--- config.mk ---
export PLATFORM = sky130hd
export DESIGN_NAME = switch_button_debouncer_flat
export DESIGN_NICKNAME = d
export VERILOG_FILES = /design/src/rtl/switch_button_debouncer_pkg.sv /design/src/rtl/switch_button_debouncer_if.sv /design/src/rtl/switch_button_debouncer_channel.sv /design/src/rtl/switch_button_debouncer.sv /design/src/flat_wrapper.sv
export SDC_FILE = /design/constraint.sdc
export NUM_CORES = 1
export LEC_CHECK = 0
export BUFFER_PORTS_ARGS = -buffer_cell sky130_fd_sc_hd__clkbuf_2
export CORE_ASPECT_RATIO = 0.8
export CORE_MARGIN = 4
export CORE_UTILIZATION = 51
export CTS_CLUSTER_DIAMETER = 100
export DETAILED_ROUTE_END_ITERATION = 10
export PLACE_DENSITY = 0.73
export SLEW_MARGIN = 25
export SYNTH_ARGS = -nofsm -noshare
export SYNTH_HDL_FRONTEND = slang
export SYNTH_HIERARCHICAL = 1
export SYNTH_SLANG_ARGS = --single-unit
--- constraint.sdc ---
create_clock -name clock -period 1.1 [get_ports clock]
set_input_delay 0.055 -clock clock [delete_from_list [all_inputs] [get_ports clock]]
set_output_delay 0.055 -clock clock [all_outputs]
set_load 0.02 [all_outputs]
--- src/rtl/switch_button_debouncer_pkg.sv ---
// Shared constants, the counter-width helper and the default debounce counter type
// for the switch/button input conditioner.
package switch_button_pkg;

    localparam int DEBOUNCE_CYCLES_DEF = 16;
    localparam int REPEAT_CYCLES_DEF   = 64;

    // A counter must hold values up to cycles-1; keep at least one bit.
    function automatic int cnt_width(input int cycles);
        return (cycles <= 2) ? 1 : $clog2(cycles);
    endfunction

    typedef logic [cnt_width(DEBOUNCE_CYCLES_DEF)-1:0] debounce_cnt_t;

endpackage

--- src/rtl/switch_button_debouncer_if.sv ---
// Raw pin inputs and conditioned outputs of the switch/button debouncer.
// The master drives the raw pins; the slave (the debouncer) drives the cleaned signals.
interface switch_button_debouncer_if #(
    parameter int NUM_SW  = 2,
    parameter int NUM_BTN = 2
);

    logic [NUM_SW-1:0]  sw_raw;
    logic [NUM_BTN-1:0] btn_raw;
    logic [NUM_SW-1:0]  sw_level;
    logic [NUM_BTN-1:0] btn_level;
    logic [NUM_BTN-1:0] btn_press;
    logic [NUM_BTN-1:0] btn_release;

    modport master (
        output sw_raw,
        output btn_raw,
        input  sw_level,
        input  btn_level,
        input  btn_press,
        input  btn_release
    );

    modport slave (
        input  sw_raw,
        input  btn_raw,
        output sw_level,
        output btn_level,
        output btn_press,
        output btn_release
    );

endinterface

--- src/rtl/switch_button_debouncer_channel.sv ---
// One input channel: 2-flop synchronizer, consecutive-sample debounce counter,
// stable level and registered edge pulses. Auto-repeat under SWITCH_BUTTON_AUTO_REPEAT_EN.
module debounce_channel
    import switch_button_pkg::*;
#(
    parameter int DEBOUNCE_CYCLES = DEBOUNCE_CYCLES_DEF,
    parameter int REPEAT_CYCLES   = REPEAT_CYCLES_DEF
) (
    input  logic clock,
    input  logic reset,
    input  logic raw_i,
    output logic level_o,
    output logic press_o,
    output logic release_o
);

    localparam int            CW      = cnt_width(DEBOUNCE_CYCLES);
    localparam logic [CW-1:0] CNT_MAX = CW'(DEBOUNCE_CYCLES - 1);

    if (DEBOUNCE_CYCLES < 2 || DEBOUNCE_CYCLES > 65535) begin : g_bad_debounce
        $error("debounce_channel: DEBOUNCE_CYCLES out of range 2..65535");
    end
    if (REPEAT_CYCLES < 2) begin : g_bad_repeat
        $error("debounce_channel: REPEAT_CYCLES must be at least 2");
    end

    logic          sync1_q, sync2_q;
    logic          stable_q, stable_d;
    logic [CW-1:0] cnt_q, cnt_d;
    logic          press_q, press_d;
    logic          release_q, release_d;
    logic          accept;
    logic          repeat_fire;

    // The counter saturates into the accept condition, so it never wraps.
    assign accept = (sync2_q != stable_q) && (cnt_q == CNT_MAX);

    always_comb begin
        stable_d  = stable_q;
        cnt_d     = cnt_q;
        press_d   = 1'b0;
        release_d = 1'b0;
        if (sync2_q != stable_q) begin
            if (accept) begin
                stable_d  = sync2_q;
                cnt_d     = '0;
                press_d   = sync2_q;
                release_d = ~sync2_q;
            end else begin
                cnt_d = cnt_q + CW'(1);
            end
        end else begin
            cnt_d = '0;
        end
        if (repeat_fire) begin
            press_d = 1'b1;
        end
    end

    always_ff @(posedge clock or negedge reset) begin
        if (!reset) begin
            sync1_q   <= 1'b0;
            sync2_q   <= 1'b0;
            stable_q  <= 1'b0;
            cnt_q     <= '0;
            press_q   <= 1'b0;
            release_q <= 1'b0;
        end else begin
            sync1_q   <= raw_i;
            sync2_q   <= sync1_q;
            stable_q  <= stable_d;
            cnt_q     <= cnt_d;
            press_q   <= press_d;
            release_q <= release_d;
        end
    end

`ifdef SWITCH_BUTTON_AUTO_REPEAT_EN
    localparam int            RW      = cnt_width(REPEAT_CYCLES);
    localparam logic [RW-1:0] REP_MAX = RW'(REPEAT_CYCLES - 1);

    logic [RW-1:0] rep_q;

    // Held while the level is low and on any accept, so a release kills a pending repeat.
    assign repeat_fire = stable_q && !accept && (rep_q == REP_MAX);

    always_ff @(posedge clock or negedge reset) begin
        if (!reset) begin
            rep_q <= '0;
        end else if (!stable_q || accept || repeat_fire) begin
            rep_q <= '0;
        end else begin
            rep_q <= rep_q + RW'(1);
        end
    end
`else
    assign repeat_fire = 1'b0;
`endif

    assign level_o   = stable_q;
    assign press_o   = press_q;
    assign release_o = release_q;

endmodule

--- src/rtl/switch_button_debouncer.sv ---
// Conditions raw switches and push-buttons into clean synchronous levels and button pulses.
// Define SWITCH_BUTTON_AUTO_REPEAT_EN to enable held-button press auto-repeat.
module switch_button_debouncer
    import switch_button_pkg::*;
#(
    parameter int NUM_SW          = 2,
    parameter int NUM_BTN         = 2,
    parameter int DEBOUNCE_CYCLES = DEBOUNCE_CYCLES_DEF,
    parameter int REPEAT_CYCLES   = REPEAT_CYCLES_DEF
) (
    input  logic                     clock,
    input  logic                     reset,
    switch_button_debouncer_if.slave bus
);

    // Switches have no pulse outputs; these collect the channel pulse pins.
    logic [NUM_SW-1:0] sw_press_unused;
    logic [NUM_SW-1:0] sw_release_unused;

    for (genvar i = 0; i < NUM_SW; i++) begin : g_sw
        debounce_channel #(
            .DEBOUNCE_CYCLES (DEBOUNCE_CYCLES),
            .REPEAT_CYCLES   (REPEAT_CYCLES)
        ) u_chan (
            .clock     (clock),
            .reset     (reset),
            .raw_i     (bus.sw_raw[i]),
            .level_o   (bus.sw_level[i]),
            .press_o   (sw_press_unused[i]),
            .release_o (sw_release_unused[i])
        );
    end

    for (genvar i = 0; i < NUM_BTN; i++) begin : g_btn
        debounce_channel #(
            .DEBOUNCE_CYCLES (DEBOUNCE_CYCLES),
            .REPEAT_CYCLES   (REPEAT_CYCLES)
        ) u_chan (
            .clock     (clock),
            .reset     (reset),
            .raw_i     (bus.btn_raw[i]),
            .level_o   (bus.btn_level[i]),
            .press_o   (bus.btn_press[i]),
            .release_o (bus.btn_release[i])
        );
    end

endmodule

--- src/flat_wrapper.sv ---
// flat-port wrapper written by rule: the top's interface ports become plain ports
module switch_button_debouncer_flat import switch_button_pkg::*;
#(
    parameter int NUM_SW          = 2,
    parameter int NUM_BTN         = 2,
    parameter int DEBOUNCE_CYCLES = DEBOUNCE_CYCLES_DEF,
    parameter int REPEAT_CYCLES   = REPEAT_CYCLES_DEF
)
  (clock, reset, bus_sw_raw, bus_btn_raw, bus_sw_level, bus_btn_level, bus_btn_press, bus_btn_release);
  switch_button_debouncer_if #(.NUM_SW(NUM_SW), .NUM_BTN(NUM_BTN)) bus_i ();
  input  logic clock;
  input  logic reset;
  input wire logic [$bits(bus_i.sw_raw)-1:0] bus_sw_raw;
  input wire logic [$bits(bus_i.btn_raw)-1:0] bus_btn_raw;
  output wire logic [$bits(bus_i.sw_level)-1:0] bus_sw_level;
  output wire logic [$bits(bus_i.btn_level)-1:0] bus_btn_level;
  output wire logic [$bits(bus_i.btn_press)-1:0] bus_btn_press;
  output wire logic [$bits(bus_i.btn_release)-1:0] bus_btn_release;
  assign bus_i.sw_raw = bus_sw_raw;
  assign bus_i.btn_raw = bus_btn_raw;
  assign bus_sw_level = bus_i.sw_level;
  assign bus_btn_level = bus_i.btn_level;
  assign bus_btn_press = bus_i.btn_press;
  assign bus_btn_release = bus_i.btn_release;
  switch_button_debouncer #(.NUM_SW(NUM_SW), .NUM_BTN(NUM_BTN), .DEBOUNCE_CYCLES(DEBOUNCE_CYCLES), .REPEAT_CYCLES(REPEAT_CYCLES)) u_core (.clock(clock), .reset(reset), .bus(bus_i));
endmodule
* Word-level counts from Yosys, hierarchy flattened *
Index checks and enable logic that the tools add are counted.

word-level totals
  flip-flop bits (word level) = 32
  bits in latches = 0
  memory bits (writable) = 0
  ROM bits = 0
  input bits = 6
  output and inout port bits = 8
  logic and storage cells = 58
  memories kept = 0

cells by class
  $add $sub $neg = 4
  multipliers = 0
  div/mod/pow operators = 0
  order comparisons = 0
  equality and inequality tests = 8
  shifts and indexed selects = 0
  muxes and demuxes = 16
  bitwise gates (word level) = 2
  reductions and logical operators = 8

operator list
  kind                                          number
  2-to-1 mux 4 bit                              8
  adder 4 x 1 -> 4 bit (second input constant)  4
  equality test 4 bit (second input constant)   4
  2-to-1 mux 1 bit                              8
  AND reduction 2 bit                           4
  logical AND 1 bit                             4
  != test 1 bit                                 4
  inverter 1 bit                                2

* Logic depth before layout (Yosys ltp) *
  depth after elaboration = 4
  gate-level depth with buffers = 3
  depth with buffers taken out = 3

* By module *
The synthesis kept the hierarchy.

by module, submodules not included
  module            instances  cells each  area each (um^2)  sequential area each (um^2)
  debounce_channel  4          22          335.3             225.2

* Worst setup path after synthesis *
Ideal clock, no wire load.

  path kind = flip-flop to flip-flop
  start = register u_core.g_btn[0].u_chan.cnt_q[0]
  end = register u_core.g_btn[0].u_chan.stable_q
  setup time = 0.125 ns
  arrival time = 1.010 ns
  required time = 0.975 ns
  setup slack = -0.035 ns
  stages on the path, launching flop included = 4
  path buffers = 0
  path through = dfrtp_1 ha_1 nand3_2 mux2_4

between the ends
  word-level cells in the longest chain between the ends = 3

RTL lines
  element                        line                                   RTL
  from (decl)                    switch_button_debouncer_channel.sv:29  logic [CW-1:0] cnt_q, cnt_d;
  from (signal assigned)         switch_button_debouncer_channel.sv:72  cnt_q <= cnt_d;
  equality test 4 bit            switch_button_debouncer_channel.sv:36  assign accept = (sync2_q != stable_q) && (cnt_q == CNT_MAX);
  logical AND 1 bit              switch_button_debouncer_channel.sv:36
  AND reduction 2 bit (no line)  -
  to (signal assigned)           switch_button_debouncer_channel.sv:71  stable_q <= stable_d;
  to (decl)                      switch_button_debouncer_channel.sv:28  logic stable_q, stable_d;

No other way between the ends.
A chain may end at the register's enable or synchronous reset.

* Worst setup path after layout *
  start = register u_core.g_btn[0].u_chan.cnt_q[1]
  end = register u_core.g_btn[0].u_chan.cnt_q[3]

between the ends
  word-level cells in the longest chain between the ends = 4
  elaborated cells between the ends (all ways) = 5
  classes of those cells = add/sub (1); eq/ne (1); mux (2); reduce/logical (1)

RTL lines
  element                                                       line                                   RTL
  branches (longest 2 deep; another with adder 4 x 1 -> 4 bit)  -
  2-to-1 mux 4 bit *                                            switch_button_debouncer_channel.sv:44  if (accept) begin
  2-to-1 mux 4 bit *                                            switch_button_debouncer_channel.sv:43  if (sync2_q != stable_q) begin
  net u_core.g_btn[0].u_chan.cnt_d[3]                           switch_button_debouncer_channel.sv:29

Mark *: on every way through the listed nets, which the timed path passes.

==> impl_results.md <==
- Chip Width: 62.5 um
- CP endpoint: u_core/g_btn[0].u_chan/cnt_q[3]
- Worst Skew: 0.0127 ns
- Worst setup path startpoint: u_core/g_btn[0].u_chan/cnt_q[1]
- Synth Area per Inst: 15.1 um2
- Avg WL per Cell: between 15 and 20 um
- CTS root buf: clkbuf_4
- P_leak: slightly below 0.8 nW
- DR vias/cell: 5.46
- Final core occ: 0.764
- Worst Setup Start Kind: register
- CP Data Arrival Time: between 1 and 1.5 ns
- Fin area: between 0.0015 and 0.002 mm2
- FF-to-FF End: u_core/g_btn[0].u_chan/cnt_q[3]
- Placed Cells: around 130
- Ratio of cells with drive above 1 in the final layout: 0.467
- CORE AREA: around 0.0022 mm2
- Ratio of final minimum period to clock period: 1.02
- Synth warn: 6
- Hold slack: roughly 0.25 ns
- Reg-to-reg critical path startpoint: u_core/g_btn[0].u_chan/cnt_q[1]
- PortBufs: 13
- First-pass GRT wire length: 3800 um
- Routed Antenna Nets: 0
- Syn_nets: 90
- Clk slew on worst S/H paths: around 0.1 ns
- DR vias: 791
- DR iter-0 viols: 24
- All-Layer GR Usage: 0.156
- Number of global-route vias before repair: between 800 and 900
- DRC Markers: 0
- DIE HEIGHT: just over 50 um
- Initial antenna violation count: 0
- Total negative slack: -0.0353 ns
- Worst Hold Class: primary input to asynchronous set/reset pin
- Critical path class: register to register
- # H-tree levels: 2
- Total gr overflow: 0
- CTS Sinks: 32
- Syn-to-layout area delta: 39.7%
- Fillcell total: approximately 120
- Post-detail-place hpwl: between 1000 and 1500 um
- Syn Inst Count: 80
- Worst R2R Path Depth: 3
- Placed instance area: about 0.0014 mm2
- Num rows: 15
- Clock latency on the worst-skew pair: roughly 0.33 ns
- Largest net degree at the start of global routing: 33
- Slew @ Worst Pin: 0.453 ns
- Antenna cell count: 0
- Worst endpoint required time: around 1.3 ns
- Pwr Total: between 2 and 3 mW
- Drt total wl: between 2000 and 2500 um
- RSZ-0062 raised after global routing: true
- CP Max Fanout: 3
- Num CTS Buffers: 5
- Finished Layout Cells: 145
- Worst VDD drop: roughly 1.1 mV
- # IOs: 14
- Worst relative slew slack: 0.696
- Status: complete, but fails checks
- Cell area after synthesis: approximately 0.0012 mm2
- R2R setup slack: -0.02 ns
- Post-place setup slack: -0.0348 ns
- Final nets: ~130
- Die area: about 0.0032 mm2
- Worst Slack Setup Final: -0.0187 ns
- Drt first pass iters: 4
- Initial Util: 0.547
- Final hold vios: 0
- Maximum clock rate: between 800 and 900 MHz
- Power Density: 1480 mW/mm2
- Max-cap violations: 0
- CTS tree: built
- Final setup violation count: 2
- Fin crit period: between 1 and 1.5 ns
- Violated checks: setup timing
- Routability cong.: just under 0.8
- Clk buf depth: 2
- CP endpoint kind: register
- Slew Viols, Final: 0
## metal layers
metal | up-vias | wire length (um) | global-route usage
met5 | - | 0 | 0
met4 | 0 | 57 | 0.0989
met3 | 9 | 103 | 0.0454
met2 | 20 | 1190 | 0.271
met1 | 395 | 992 | 0.172
li1 | 367 | - | -
## cell type report
type	instances	area, um2	share of cell area
tap	25	31.3	0.0185
clock buffer	7	65.1	0.0385
multi-input combinational	48	539	0.319
clock inverter	1	30.0	0.0178
timing repair buffer	32	224	0.132
sequential	32	802	0.474
## cells in the final DEF, fill, tap and decap left out, drive strengths merged
master,count
nor2b,4
buf,14
nor2,4
dlygate4sd3,5
bufinv,1
clkbuf,20
a31oi,4
ha,4
a21o,4
a311oi,4
nand3,4
dfrtp,32
nor3b,8
mux2,4
xnor2,8
## worst max-delay path: stages, from the launching register on
cell      delay [ns]
dfrtp_1         0.42
ha_4            0.19
a21o_1          0.16
a311oi_1        0.26
## worst min-delay path by stage
stage | slack (ns) | start | depth (start not counted) | endpoint
after global placement | 0.09 | reset | 2 | u_core/g_sw[1].u_chan/cnt_q[2]
after CTS | 0.26 | reset | 3 | u_core/g_sw[1].u_chan/level_o
final | 0.25 | reset | 3 | u_core/g_sw[0].u_chan/cnt_q[0]
after detailed placement | 0.09 | reset | 2 | u_core/g_sw[1].u_chan/level_o
after global routing | 0.30 | reset | 3 | u_core/g_sw[1].u_chan/level_o
after floorplan | -0.24 | reset | 0 | u_core/g_btn[0].u_chan/cnt_q[0]
## sequential cells by signal, summed over array words and instances (netlist names)
register,flops
u_core/g_btn.u_chan/cnt_q,8
u_core/g_sw.u_chan/cnt_q,8
u_core/g_btn.u_chan/level_o,2
u_core/g_btn.u_chan/press_o,2
u_core/g_btn.u_chan/release_o,2
u_core/g_btn.u_chan/sync1_q,2
u_core/g_btn.u_chan/sync2_q,2
u_core/g_sw.u_chan/level_o,2
u_core/g_sw.u_chan/sync1_q,2
u_core/g_sw.u_chan/sync2_q,2
## power by group
part           leakage, nW  total (mW)  internal, mW  switching, mW
combinational        0.316       0.224         0.128         0.0959
sequential           0.417        1.28          1.23         0.0590
clock               0.0515       0.992         0.603          0.389
## timing repair
action                     4_1_cts  5_1_grt
cloned                           0        0
pin swaps                        3        5
resized for setup                4       14
setup endpoints to repair       11       13
hold buffers                     5        0
hold endpoints to repair        36        0
buffers inserted                 5        2
Note: power is estimated with default switching activity, not from simulation.
